===== config.mk =====
export PLATFORM = sky130hd
export DESIGN_NAME = tick_sched_ctrl
export DESIGN_NICKNAME = d
export VERILOG_FILES = /design/src/rtl/tick_sched_ctrl.sv
export SDC_FILE = /design/constraint.sdc
export NUM_CORES = 1
export LEC_CHECK = 0
export CORE_ASPECT_RATIO = 0.9
export CORE_MARGIN = 3
export CORE_UTILIZATION = 57
export CTS_CLUSTER_DIAMETER = 50
export DETAILED_ROUTE_END_ITERATION = 7
export PLACE_DENSITY_LB_ADDON = 0.12
export SLEW_MARGIN = 20
export SYNTH_ARGS = -nofsm -noshare
export SYNTH_HDL_FRONTEND = slang
export SYNTH_SLANG_ARGS = --single-unit

===== constraint.sdc =====
create_clock -name clk_fpga -period 6 [get_ports clk_fpga]
set_clock_uncertainty 0.15 [all_clocks]
set_input_delay 1.5 -clock clk_fpga [delete_from_list [all_inputs] [get_ports clk_fpga]]
set_output_delay 1.5 -clock clk_fpga [all_outputs]
set_load 0.005 [all_outputs]

===== src/rtl/tick_sched_ctrl.sv =====
`default_nettype none
// ============================================================================
// Module   : tick_sched_ctrl
// Purpose  : Programmable tick scheduler. It divides clk_fpga into one-cycle
//            enable pulses (tick) at a runtime-configured period. A
//            start/pause/stop sequencer runs the scheduler in one of two ways:
//            free-running, or for N ticks followed by a done pulse.
// Options  : SLOW_CLK_OUT_EN - when defined, adds the clk_slow square-wave
//            output. clk_slow toggles on every tick.
// Revision : 1.0 - initial release
// ============================================================================
module tick_sched_ctrl #(
    parameter int               DIV_W         = 24,
    parameter int               CNT_W         = 16,
    parameter logic [DIV_W-1:0] DEFAULT_DIV   = 24'd9_999_999,
    parameter logic [CNT_W-1:0] DEFAULT_COUNT = 16'd0
) (
    input  logic             clk_fpga,
    input  logic             rst_n,
    input  logic             cfg_valid,
    output logic             cfg_ready,
    input  logic [DIV_W-1:0] cfg_div,
    input  logic [CNT_W-1:0] cfg_count,
    input  logic             start,
    input  logic             pause,
    input  logic             stop,
    output logic             tick,
    output logic             done,
    output logic             busy,
    output logic [CNT_W-1:0] remaining,
    output logic [1:0]       state
`ifdef SLOW_CLK_OUT_EN
    ,
    output logic             clk_slow
`endif
);

    typedef enum logic [1:0] {
        ST_IDLE  = 2'b00,
        ST_RUN   = 2'b01,
        ST_PAUSE = 2'b10
    } state_t;

    state_t           r_state;
    state_t           w_state_nxt;

    logic [DIV_W-1:0] r_div;
    logic [CNT_W-1:0] r_cnt;
    logic [DIV_W-1:0] r_prescaler;
    logic [CNT_W-1:0] r_remaining;
    logic             r_tick;
    logic             r_done;

    logic             w_idle;
    logic             w_active;
    logic             w_cfg_fire;
    logic             w_start;
    logic             w_abort;
    logic             w_advance;
    logic             w_terminal;
    logic             w_counted;
    logic             w_last;

    // State register; an asynchronous reset aborts any run without emitting done.
    always_ff @(posedge clk_fpga or negedge rst_n) begin
        if (!rst_n) begin
            r_state <= ST_IDLE;
        end else begin
            r_state <= w_state_nxt;
        end
    end

    // Next-state and sequencing controls. Stop outranks everything, and pause
    // freezes the prescaler on the same edge it is first seen, even from RUN.
    always_comb begin
        w_state_nxt = r_state;
        w_idle      = (r_state == ST_IDLE);
        w_active    = !w_idle;
        w_cfg_fire  = cfg_valid && w_idle;
        w_start     = start && w_idle;
        w_abort     = stop && w_active;
        w_advance   = w_active && !stop && !pause;
        w_terminal  = w_advance && (r_prescaler == r_div);
        w_counted   = (r_cnt != '0);
        w_last      = w_terminal && w_counted && (r_remaining == CNT_W'(1));

        case (r_state)
            ST_IDLE: begin
                if (start) begin
                    w_state_nxt = ST_RUN;
                end
            end
            ST_RUN: begin
                if (stop) begin
                    w_state_nxt = ST_IDLE;
                end else if (w_last) begin
                    w_state_nxt = ST_IDLE;
                end else if (pause) begin
                    w_state_nxt = ST_PAUSE;
                end
            end
            ST_PAUSE: begin
                if (stop) begin
                    w_state_nxt = ST_IDLE;
                end else if (w_last) begin
                    w_state_nxt = ST_IDLE;
                end else if (!pause) begin
                    w_state_nxt = ST_RUN;
                end
            end
            default: begin
                w_state_nxt = ST_IDLE;
            end
        endcase
    end

    // Configuration registers; loaded only while idle so a run never sees a change.
    always_ff @(posedge clk_fpga or negedge rst_n) begin
        if (!rst_n) begin
            r_div <= DEFAULT_DIV;
            r_cnt <= DEFAULT_COUNT;
        end else if (w_cfg_fire) begin
            r_div <= cfg_div;
            r_cnt <= cfg_count;
        end
    end

    // Prescaler: clears on start, stop and terminal count; holds while paused.
    always_ff @(posedge clk_fpga or negedge rst_n) begin
        if (!rst_n) begin
            r_prescaler <= '0;
        end else if (w_start || w_abort || w_terminal) begin
            r_prescaler <= '0;
        end else if (w_advance) begin
            r_prescaler <= r_prescaler + DIV_W'(1);
        end
    end

    // Tick budget. A config accepted with start takes effect for this run.
    // The budget is kept after stop so software can read back the residue.
    always_ff @(posedge clk_fpga or negedge rst_n) begin
        if (!rst_n) begin
            r_remaining <= '0;
        end else if (w_start) begin
            r_remaining <= w_cfg_fire ? cfg_count : r_cnt;
        end else if (w_terminal && w_counted) begin
            r_remaining <= r_remaining - CNT_W'(1);
        end
    end

    // Registered one-cycle pulses; done coincides with the final counted tick.
    always_ff @(posedge clk_fpga or negedge rst_n) begin
        if (!rst_n) begin
            r_tick <= 1'b0;
            r_done <= 1'b0;
        end else begin
            r_tick <= w_terminal;
            r_done <= w_last;
        end
    end

`ifdef SLOW_CLK_OUT_EN
    logic r_clk_slow;

    // Legacy square wave: flips on each tick and holds while idle or paused.
    // It is fabric data, not a clock net.
    always_ff @(posedge clk_fpga or negedge rst_n) begin
        if (!rst_n) begin
            r_clk_slow <= 1'b0;
        end else if (w_terminal) begin
            r_clk_slow <= ~r_clk_slow;
        end
    end

    assign clk_slow = r_clk_slow;
`endif

    assign cfg_ready = (r_state == ST_IDLE);
    assign busy      = (r_state != ST_IDLE);
    assign tick      = r_tick;
    assign done      = r_done;
    assign remaining = r_remaining;
    assign state     = r_state;

endmodule
`default_nettype wire


### Word level (Yosys, flattened, before mapping)

Index checks and enable logic that the tools add are counted.

* add/subtract/negate cells: 2
* equal/unequal tests: 7
* muxes and demuxes: 13
* reduce and logical (&&, ||, !) cells: 19

Operator list (number)
* 2-to-1 mux 16 bit: 3
* 2-to-1 mux 24 bit: 2
* adder 24 x 1 -> 24 bit (second input constant): 1
* == test 24 bit: 1
* == test 16 x 1 -> 1 bit (second input constant): 1
* nonzero test 16 bit: 1
* subtractor 16 x 1 -> 16 bit (second input constant): 1
* 2-to-1 mux 2 bit: 7
* logical AND 1 bit: 8
* != test 4 bit (second input constant): 2
* one-hot mux 2 bit (3 select lines): 1
* nonzero test 2 bit: 3
* zero test 1 bit: 3
* AND reduction 3 bit: 1
* == test 2 x 1 -> 1 bit (second input constant): 1
* == test 2 bit (second input constant): 1
* zero test 2 bit: 1
* logical OR 1 bit: 2
* != test 2 x 1 -> 1 bit (second input constant): 1

* register bits after elaboration: 84
* output and inout port bits: 22
* word-level logic and storage cells: 48

### Logic depth before layout (Yosys ltp)

Gate-level depths: netlist (run 1).

* depth in word-level cells: 10
* gate-level depth with buffers: 8

### Worst setup path after synthesis (run 1)

No wires, ideal clock.

* path type: in2reg
* from: input port stop
* to: register r_remaining[12], in the netlist remaining[12]
* setup time: 141 ps
* arrival: 2850 ps
* data required time: 5709 ps
* setup slack: 2859 ps
* stages on the path: 6
* path buffers: 0
* cell sequence: nor2_1 nand4_1 or4_1 nand3b_1 o31ai_1 a31oi_1

* longest elaborated chain between the ends: 6

RTL lines
* start, declared: line 26 `input logic stop,`
* zero test 1 bit: line 82 `w_advance = w_active && !stop && !pause;`
* logical AND 1 bit (2 in a row): line 82
* logical AND 1 bit: line 83 `w_terminal = w_advance && (r_prescaler == r_div);`
* logical AND 1 bit: line 146 `end else if (w_terminal && w_counted) begin`
* nonzero test 2 bit (no source line)
* end signal, assigned: line 145 `r_remaining <= w_cfg_fire ? cfg_count : r_cnt;`
* end signal, assigned: line 147 `r_remaining <= r_remaining - CNT_W'(1);`
* end, declared: line 50 `logic [CNT_W-1:0] r_remaining;`

No other way between the ends.
A chain may end at the register's enable or synchronous reset.

### Worst setup path after layout (run 1)

* from: input port stop
* to: register r_remaining[8], in the netlist remaining[8]

The elaborated chain is that of the path after synthesis.

==> results of run 1 <==
[cell families (layout without fill, tap and decap cells)]
kind of cell               after synthesis  after routing
adders and majority gates                3              3
and+or+nand+nor                        131            131
buffers and inverters                   19             92
xor gates and xnor gates                50             50
muxes                                   42             42
AOI/OAI and AO/OA                       37             37
DFF                                     84             84
[routing by layer]
layer | share of wire (%) | vias up | wire length (um)
met3 | 6.3 | 13 | 594
li1 | - | 1447 | -
met1 | 48 | 1472 | 4510
met5 | 0 | - | 0
met2 | 44 | 90 | 4130
met4 | 1.4 | 0 | 129
[cell usage after synthesis, drive strengths merged (2+ instances only)]
| master | number |
|---|---|
| nor3 | 12 |
| mux2 | 40 |
| and4 | 4 |
| xnor2 | 36 |
| a221o | 2 |
| dfrtp | 70 |
| a21o | 2 |
| o21ai | 4 |
| nand2b | 2 |
| and3 | 4 |
| xor2 | 14 |
| nand3 | 15 |
| nor2 | 38 |
| o21bai | 3 |
| buf | 4 |
| inv | 9 |
| a21oi | 6 |
| dfstp | 14 |
| or4 | 5 |
| o41ai | 2 |
| ha | 3 |
| o31ai | 4 |
| nor4 | 12 |
| mux2i | 2 |
| o22ai | 3 |
| and2 | 3 |
| nand4 | 11 |
| nand2 | 20 |
| a31oi | 9 |
| clkbuf | 6 |
| or3 | 3 |
[path summary, 6_finish.rpt]
check                           startpoint             to  slack (ns)  cells past startpoint
worst max-delay path                  stop   remaining[8]        2.26                      7
worst min-delay path              r_cnt[3]       r_cnt[3]        0.38                      1
worst max register to register    state[1]  remaining[14]        3.09                      5
worst min register to register    r_cnt[3]       r_cnt[3]        0.38                      1
max in group asynchronous            rst_n      r_div[13]        4.14                      1
min in group asynchronous            rst_n      r_div[16]        1.01                      1
[sequential cells by signal, indices dropped and copies added, names as in the netlist]
signal       cells
r_cnt           16
state            2
r_div           24
done             1
tick             1
remaining       16
r_prescaler     24
[report_power, final]
part | switching (mW) | internal [mW]
Clock | 0.198 | 0.234
Sequential | 0.119 | 0.711
Combinational | 0.194 | 0.258
[layout make-up]
| class | count | area, um2 |
|---|---|---|
| well taps | 90 | 113 |
| repair buffers | 67 | 672 |
| flip-flops and latches | 84 | 2120 |
| multi-input cells | 263 | 1890 |
| clock inverters | 5 | 77.6 |
| clock buffers | 11 | 131 |
| fillers | 485 | 1730 |
| inverters | 9 | 33.8 |
==> reports/results.tsv, run 1 <==
stage	metric	value	unit
floorplanning	core	6760	um2
logic_synthesis	syn_inst	366	
setup_path	crit_family	simple AND/OR/NAND/NOR gates	
flow_run	maxCapViolations	0	
clock_network	cts_sinks	84	
detailed_routing	drc	0	
clock_network	cts_max_level	3	
logic_synthesis	synth-simple-area-share	16.9	%
detailed_routing	via_per_inst	5.71	
logic_synthesis	synth_top_family_by_area	simple AND/OR/NAND/NOR gates	
clock_network	clock_path_buffers	2	
setup_path	crit_required	6.04	ns
place	numPortBuffers	67	
logic_synthesis	yosysSeqAreaShare	51.9	%
min_path	min_path_type	reg2reg	
logic_synthesis	synth_top_cell_area_share	42.9	%
grt	antenna_found_initial	0	
final_layout	layout_common_cells	dfrtp_1 (70), clkdlybuf4s50_1 (66), mux2_2 (40)	
logic_synthesis	synth.largest_area_cell	dfrtp_1	
timing	max_freq	267	MHz
detailed_routing	drt-total-wl	9370	um
final_layout	finalNetCount	483	
clock_network	clk_latency	0.35	ns
power_and_ir_drop	totalPowerFinal	1.71	mW
grt	gr-usage-met1	36.3	%
setup_path	crit_fanout	10	
timing	min_period	3.74	ns
place	place.gp.congestion	0.865	
final_layout	drive_above_1_share	16.9	%
timing	fin_setup_tns	0	ns
setup_path	cp_num_buf_inv	1	
floorplanning	floorplan.die.width	95.2	um
power_and_ir_drop	leakage	1.95	nW
detailed_routing	postRouteAntennaNets	0	
setup_path	worst_path_max_delay_cell	clkdlybuf4s50_1	
place	place_inst	513	
setup_path	cp-end-kind	flip-flop	
logic_synthesis	synth-xor-area-share	10.7	%
clock_network	hold_buffers	0	
clock_network	cts_resized	0	
grt	grt_max_degree	85	
grt	top_usage_layer	met1	
clock_network	cts_tree	done	
timing	slew_headroom	30.1	%
logic_synthesis	synthMuxAreaShare	11.5	%
power_and_ir_drop	powerDensity	341	nW/um2
logic_synthesis	synth_top_cells_by_area	dfrtp_1 (43%), mux2_2 (11%), dfstp_2 (9.0%), xnor2_1 (7.7%), nor2_1 (3.5%)	
detailed_routing	vias	3022	
logic_synthesis	synth_compound_area_share	6.10	%
timing	worst_slew_pin_slew	1.04	ns
grt	use_met3	5.38	%
logic_synthesis	synth_edf_count	0	
logic_synthesis	postSynthAreaPerCell	11.2	um2
place	placed_area	4820	um2
timing	final.setup.worst_slack	2.26	ns
logic_synthesis	yosys_register_bits	84	
logic_synthesis	synth_async_sr_flop_share	100	%
timing	hold-worst-slack	0.378	ns
grt	grt_pass1_wl	15200	um
place	post-place-ws	1.93	ns
power_and_ir_drop	ir_drop	0.218	mV
clock_network	root_buffer	clkbuf_8	
floorplanning	die_y	86.3	um
floorplanning	start_util	60.4	%
logic_synthesis	synth_area	4080	um2
final_layout	final_common_cell	dfrtp_1	
detailed_routing	drt-pass1-iter-count	4	
setup_path	path_cells	clkdlybuf4s50_1 -> nor2_1 -> nand4_1 -> or4_1 -> nand3b_1 -> o31ai_1 -> a31oi_1	
clock_network	post_cts_buffers	0	
final_layout	antenna_cells	0	
clock_network	clk_pin_slew	0.08	ns
floorplanning	pin_count	68	
grt	grt_pass1_vias	2952	
setup_path	cpPeakStageDelay	0.50	ns
grt	grt.met2_usage	34.7	%
grt	grt_usage	24.2	%
timing	fin_crit_sh	62.4	%
final_layout	final_cells	529	
setup_path	cp-start-kind	primary input	
logic_synthesis	synthAdderAreaFrac	0.920	%
timing	hold_viol	0	
floorplanning	die_area	8210	um2
clock_network	cts_made_buffers	9	
grt	overflow	0	
timing	rsz0062_at_grt	false	
logic_synthesis	synthDistinctLibCells	40	
detailed_routing	avgRoutedWirePerCell	17.7	um
logic_synthesis	synth.net_count	415	
timing	setup_viol	0	
logic_synthesis	dominantRegCellSynth	dfrtp_1	
detailed_routing	drt_iter0_drc	196	
setup_path	worstSetupPathType	in2reg	
final_layout	final_core_util	74.4	%
logic_synthesis	synth_warnings	0	
final_layout	fin_area	5030	um2
outcome	status	finished clean	
timing	slew_violations	0	
floorplanning	core.rowCount	28	
place	dp_hpwl	6590	um
setup_path	cp_data_arrival_time	3.78	ns
final_layout	synthToLayoutAreaGrowth	23.3	%
(Power assumes the default switching activity.)
==> run 2, diff against run 1 <==
--- a/config.mk
+++ b/config.mk
@@ -7,7 +7,7 @@
 export LEC_CHECK = 0
 export CORE_ASPECT_RATIO = 0.9
 export CORE_MARGIN = 3
-export CORE_UTILIZATION = 57
+export CORE_UTILIZATION = 53
 export CTS_CLUSTER_DIAMETER = 50
 export DETAILED_ROUTE_END_ITERATION = 7
 export PLACE_DENSITY_LB_ADDON = 0.12
==> constraint.sdc (replaced) <==
create_clock -name clk_fpga -period 3.6 [get_ports clk_fpga]
set_clock_uncertainty 0.15 [all_clocks]
set_input_delay 0.9 -clock clk_fpga [delete_from_list [all_inputs] [get_ports clk_fpga]]
set_output_delay 0.9 -clock clk_fpga [all_outputs]
set_load 0.005 [all_outputs]
==> run 2 against run 1 <==
Compared with the run above:
- sequential power is 66% higher
- power rose by 62%
- setup slack lost 1.7 ns
- highest routed layer unchanged
- critical path depth fell by 4
- first-iteration DRC count shrank 29%
- register-to-register slack worse by 2.1 ns
==> reports/results.tsv, run 2 (synthesis results as in run 1) <==
stage	metric	value	unit	change
grt	grt_pass1_wl	14400	um	-5.4%
setup_path	cp_num_buf_inv	2		+1
final_layout	finalNetCount	488		+1.0%
clock_network	post_cts_buffers	0		unchanged
floorplanning	die_y	89.3	um	+3.4%
grt	grt_usage	20.9	%	-3.3 points
clock_network	clock_path_buffers	2		unchanged
power_and_ir_drop	ir_drop	0.327	mV	+50%
final_layout	fin_area	5060	um2	+0.47%
floorplanning	floorplan.die.width	98.5	um	+3.5%
flow_run	maxCapViolations	0		unchanged
power_and_ir_drop	totalPowerFinal	2.77	mW	+62%
setup_path	crit_required	2.55	ns	-3.49 ns
detailed_routing	drt-pass1-iter-count	4		unchanged
detailed_routing	postRouteAntennaNets	0		unchanged
timing	min_period	3.06	ns	
floorplanning	core.rowCount	29		+3.6%
detailed_routing	drt_iter0_drc	139		-29%
place	numPortBuffers	67		unchanged
setup_path	cpPeakStageDelay	0.53	ns	+0.03 ns
detailed_routing	avgRoutedWirePerCell	16.1	um	-8.9%
clock_network	clk_latency	0.35	ns	about the same
clock_network	cts_made_buffers	9		unchanged
final_layout	top_regs	r_div: 24 flops, r_prescaler: 24 flops		
clock_network	cts_sinks	84		unchanged
grt	grt_pass1_vias	2970		+0.61%
detailed_routing	drt-total-wl	8670	um	-7.5%
final_layout	multiInputGateArea	1890	um2	unchanged
clock_network	hold_buffers	0		unchanged
grt	antenna_found_initial	0		unchanged
setup_path	path_cells	nor2_1 -> inv_1 -> clkdlybuf4s50_1		
final_layout	final_cells	537		+1.5%
min_path	min_path_type	reg2reg		
floorplanning	core	7260	um2	+7.3%
setup_path	worst_path_max_delay_cell	nor2_1		
final_layout	layout_common_cells	dfrtp_1 (70), clkdlybuf4s50_1 (66), mux2_2 (40)		
timing	max_freq	327	MHz	
timing	fin_crit_sh	85.0	%	
clock_network	cts_max_level	3		unchanged
floorplanning	start_util	56.2	%	-4.1 points
clock_network	clk_pin_slew	0.09	ns	about the same
setup_path	crit_fanout	8		-2
clock_network	cts_tree	done		
place	place_inst	521		+1.6%
final_layout	fillers	591		+22%
detailed_routing	drc	0		unchanged
detailed_routing	vias	3036		+0.46%
timing	slew_violations	0		unchanged
grt	grt_max_degree	85		unchanged
timing	worst_slew_pin_slew	0.733	ns	-0.305 ns
floorplanning	die_area	8790	um2	+7.0%
setup_path	crit_family	buffers and inverters		
timing	hold-worst-slack	0.385	ns	+0.00771 ns
outcome	status	finished clean		
detailed_routing	via_per_inst	5.65		-1.0%
clock_network	root_buffer	clkbuf_8		
timing	final.setup.worst_slack	0.539	ns	-1.72 ns
grt	overflow	0		unchanged
place	post-place-ws	0.283	ns	-1.64 ns
setup_path	cp_data_arrival_time	2.01	ns	-1.77 ns
timing	rsz0062_at_grt	false		
place	dp_hpwl	6310	um	-4.2%
place	place.gp.congestion	0.846		-2.2%
power_and_ir_drop	powerDensity	549	nW/um2	+61%
final_layout	synthToLayoutAreaGrowth	23.9	%	
setup_path	cp-end-kind	primary output		
final_layout	final_core_util	69.7	%	-4.8 points
setup_path	cp-start-kind	flip-flop		
timing	slew_headroom	51.1	%	+21 points
final_layout	seqCellArea	2120	um2	unchanged
place	placed_area	4860	um2	+0.86%
timing	setup_viol	0		unchanged
final_layout	drive_above_1_share	18.2	%	+1.4 points
timing	hold_viol	0		unchanged
setup_path	worstSetupPathType	reg2out		
power_and_ir_drop	leakage	1.98	nW	+1.2%
final_layout	antenna_cells	0		unchanged
timing	fin_setup_tns	0	ns	unchanged
floorplanning	pin_count	68		unchanged
final_layout	final_common_cell	dfrtp_1		
setup_path	rrSetupSlack	0.95	ns	-2.14 ns
clock_network	cts_resized	0		unchanged
-- run 2: cell count changes in the layout (fill, tap and decap cells not counted), sizes merged --
cell      change
buf           +5
bufinv        -1
clkbuf        -2
clkinv        +4
clkinvlp      -1
-- run 2: layout make-up --
cell class                 instances  share of cell area (%)
multi-input combinational        263                    37.3
clock buffer                       9                    2.45
tap                               93                    2.30
inverter                           9                   0.668
timing repair buffer              72                    14.0
sequential                        84                    41.9
clock inverter                     7                    1.34
-- run 2: worst reg2reg max path, cell delays in order, from the launching register on --
cell	delay, ns
dfrtp_1	0.41
nor2_1	0.54
and2_2	0.64
mux2_2	0.41
and2_1	0.14
a221o_1	0.25
-- run 2: worst paths after layout --
| kind | cells after the start | endpoint | startpoint |
|---|---|---|---|
| setup reg to reg | 5 | remaining[14] | state[0] |
| max in group asynchronous | 1 | r_prescaler[14] | rst_n |
| setup / recovery | 3 | busy | state[0] |
| hold / removal | 1 | r_cnt[12] | r_cnt[12] |
| min in group asynchronous | 1 | r_cnt[3] | rst_n |
| hold reg to reg | 1 | r_cnt[12] | r_cnt[12] |
-- run 2: report_power, final --
group          leakage, nW  internal (mW)  switching (mW)  total [mW]
Sequential            1.02           1.18           0.192        1.38
Clock                0.103          0.318           0.335       0.653
Combinational        0.851          0.436           0.309       0.745
-- run 2: layer usage --
layer	vias up	share of wire [%]	GRT usage, %
li1	1463	-	-
met1	1486	43	26.5
met2	78	50	35.8
met3	9	5.3	5.85
met4	0	1.2	5.83
met5	-	0	0
==> run 3, diff against run 2 <==
--- a/config.mk
+++ b/config.mk
@@ -8,8 +8,9 @@
 export CORE_ASPECT_RATIO = 0.9
 export CORE_MARGIN = 3
 export CORE_UTILIZATION = 53
-export CTS_CLUSTER_DIAMETER = 50
+export CTS_CLUSTER_DIAMETER = 30
 export DETAILED_ROUTE_END_ITERATION = 7
+export GPL_TIMING_DRIVEN = 1
 export PLACE_DENSITY_LB_ADDON = 0.12
 export SLEW_MARGIN = 20
 export SYNTH_ARGS = -nofsm -noshare
==> results of run 3 <==
Final layout, timing and power as in run 2 (identical DEF).
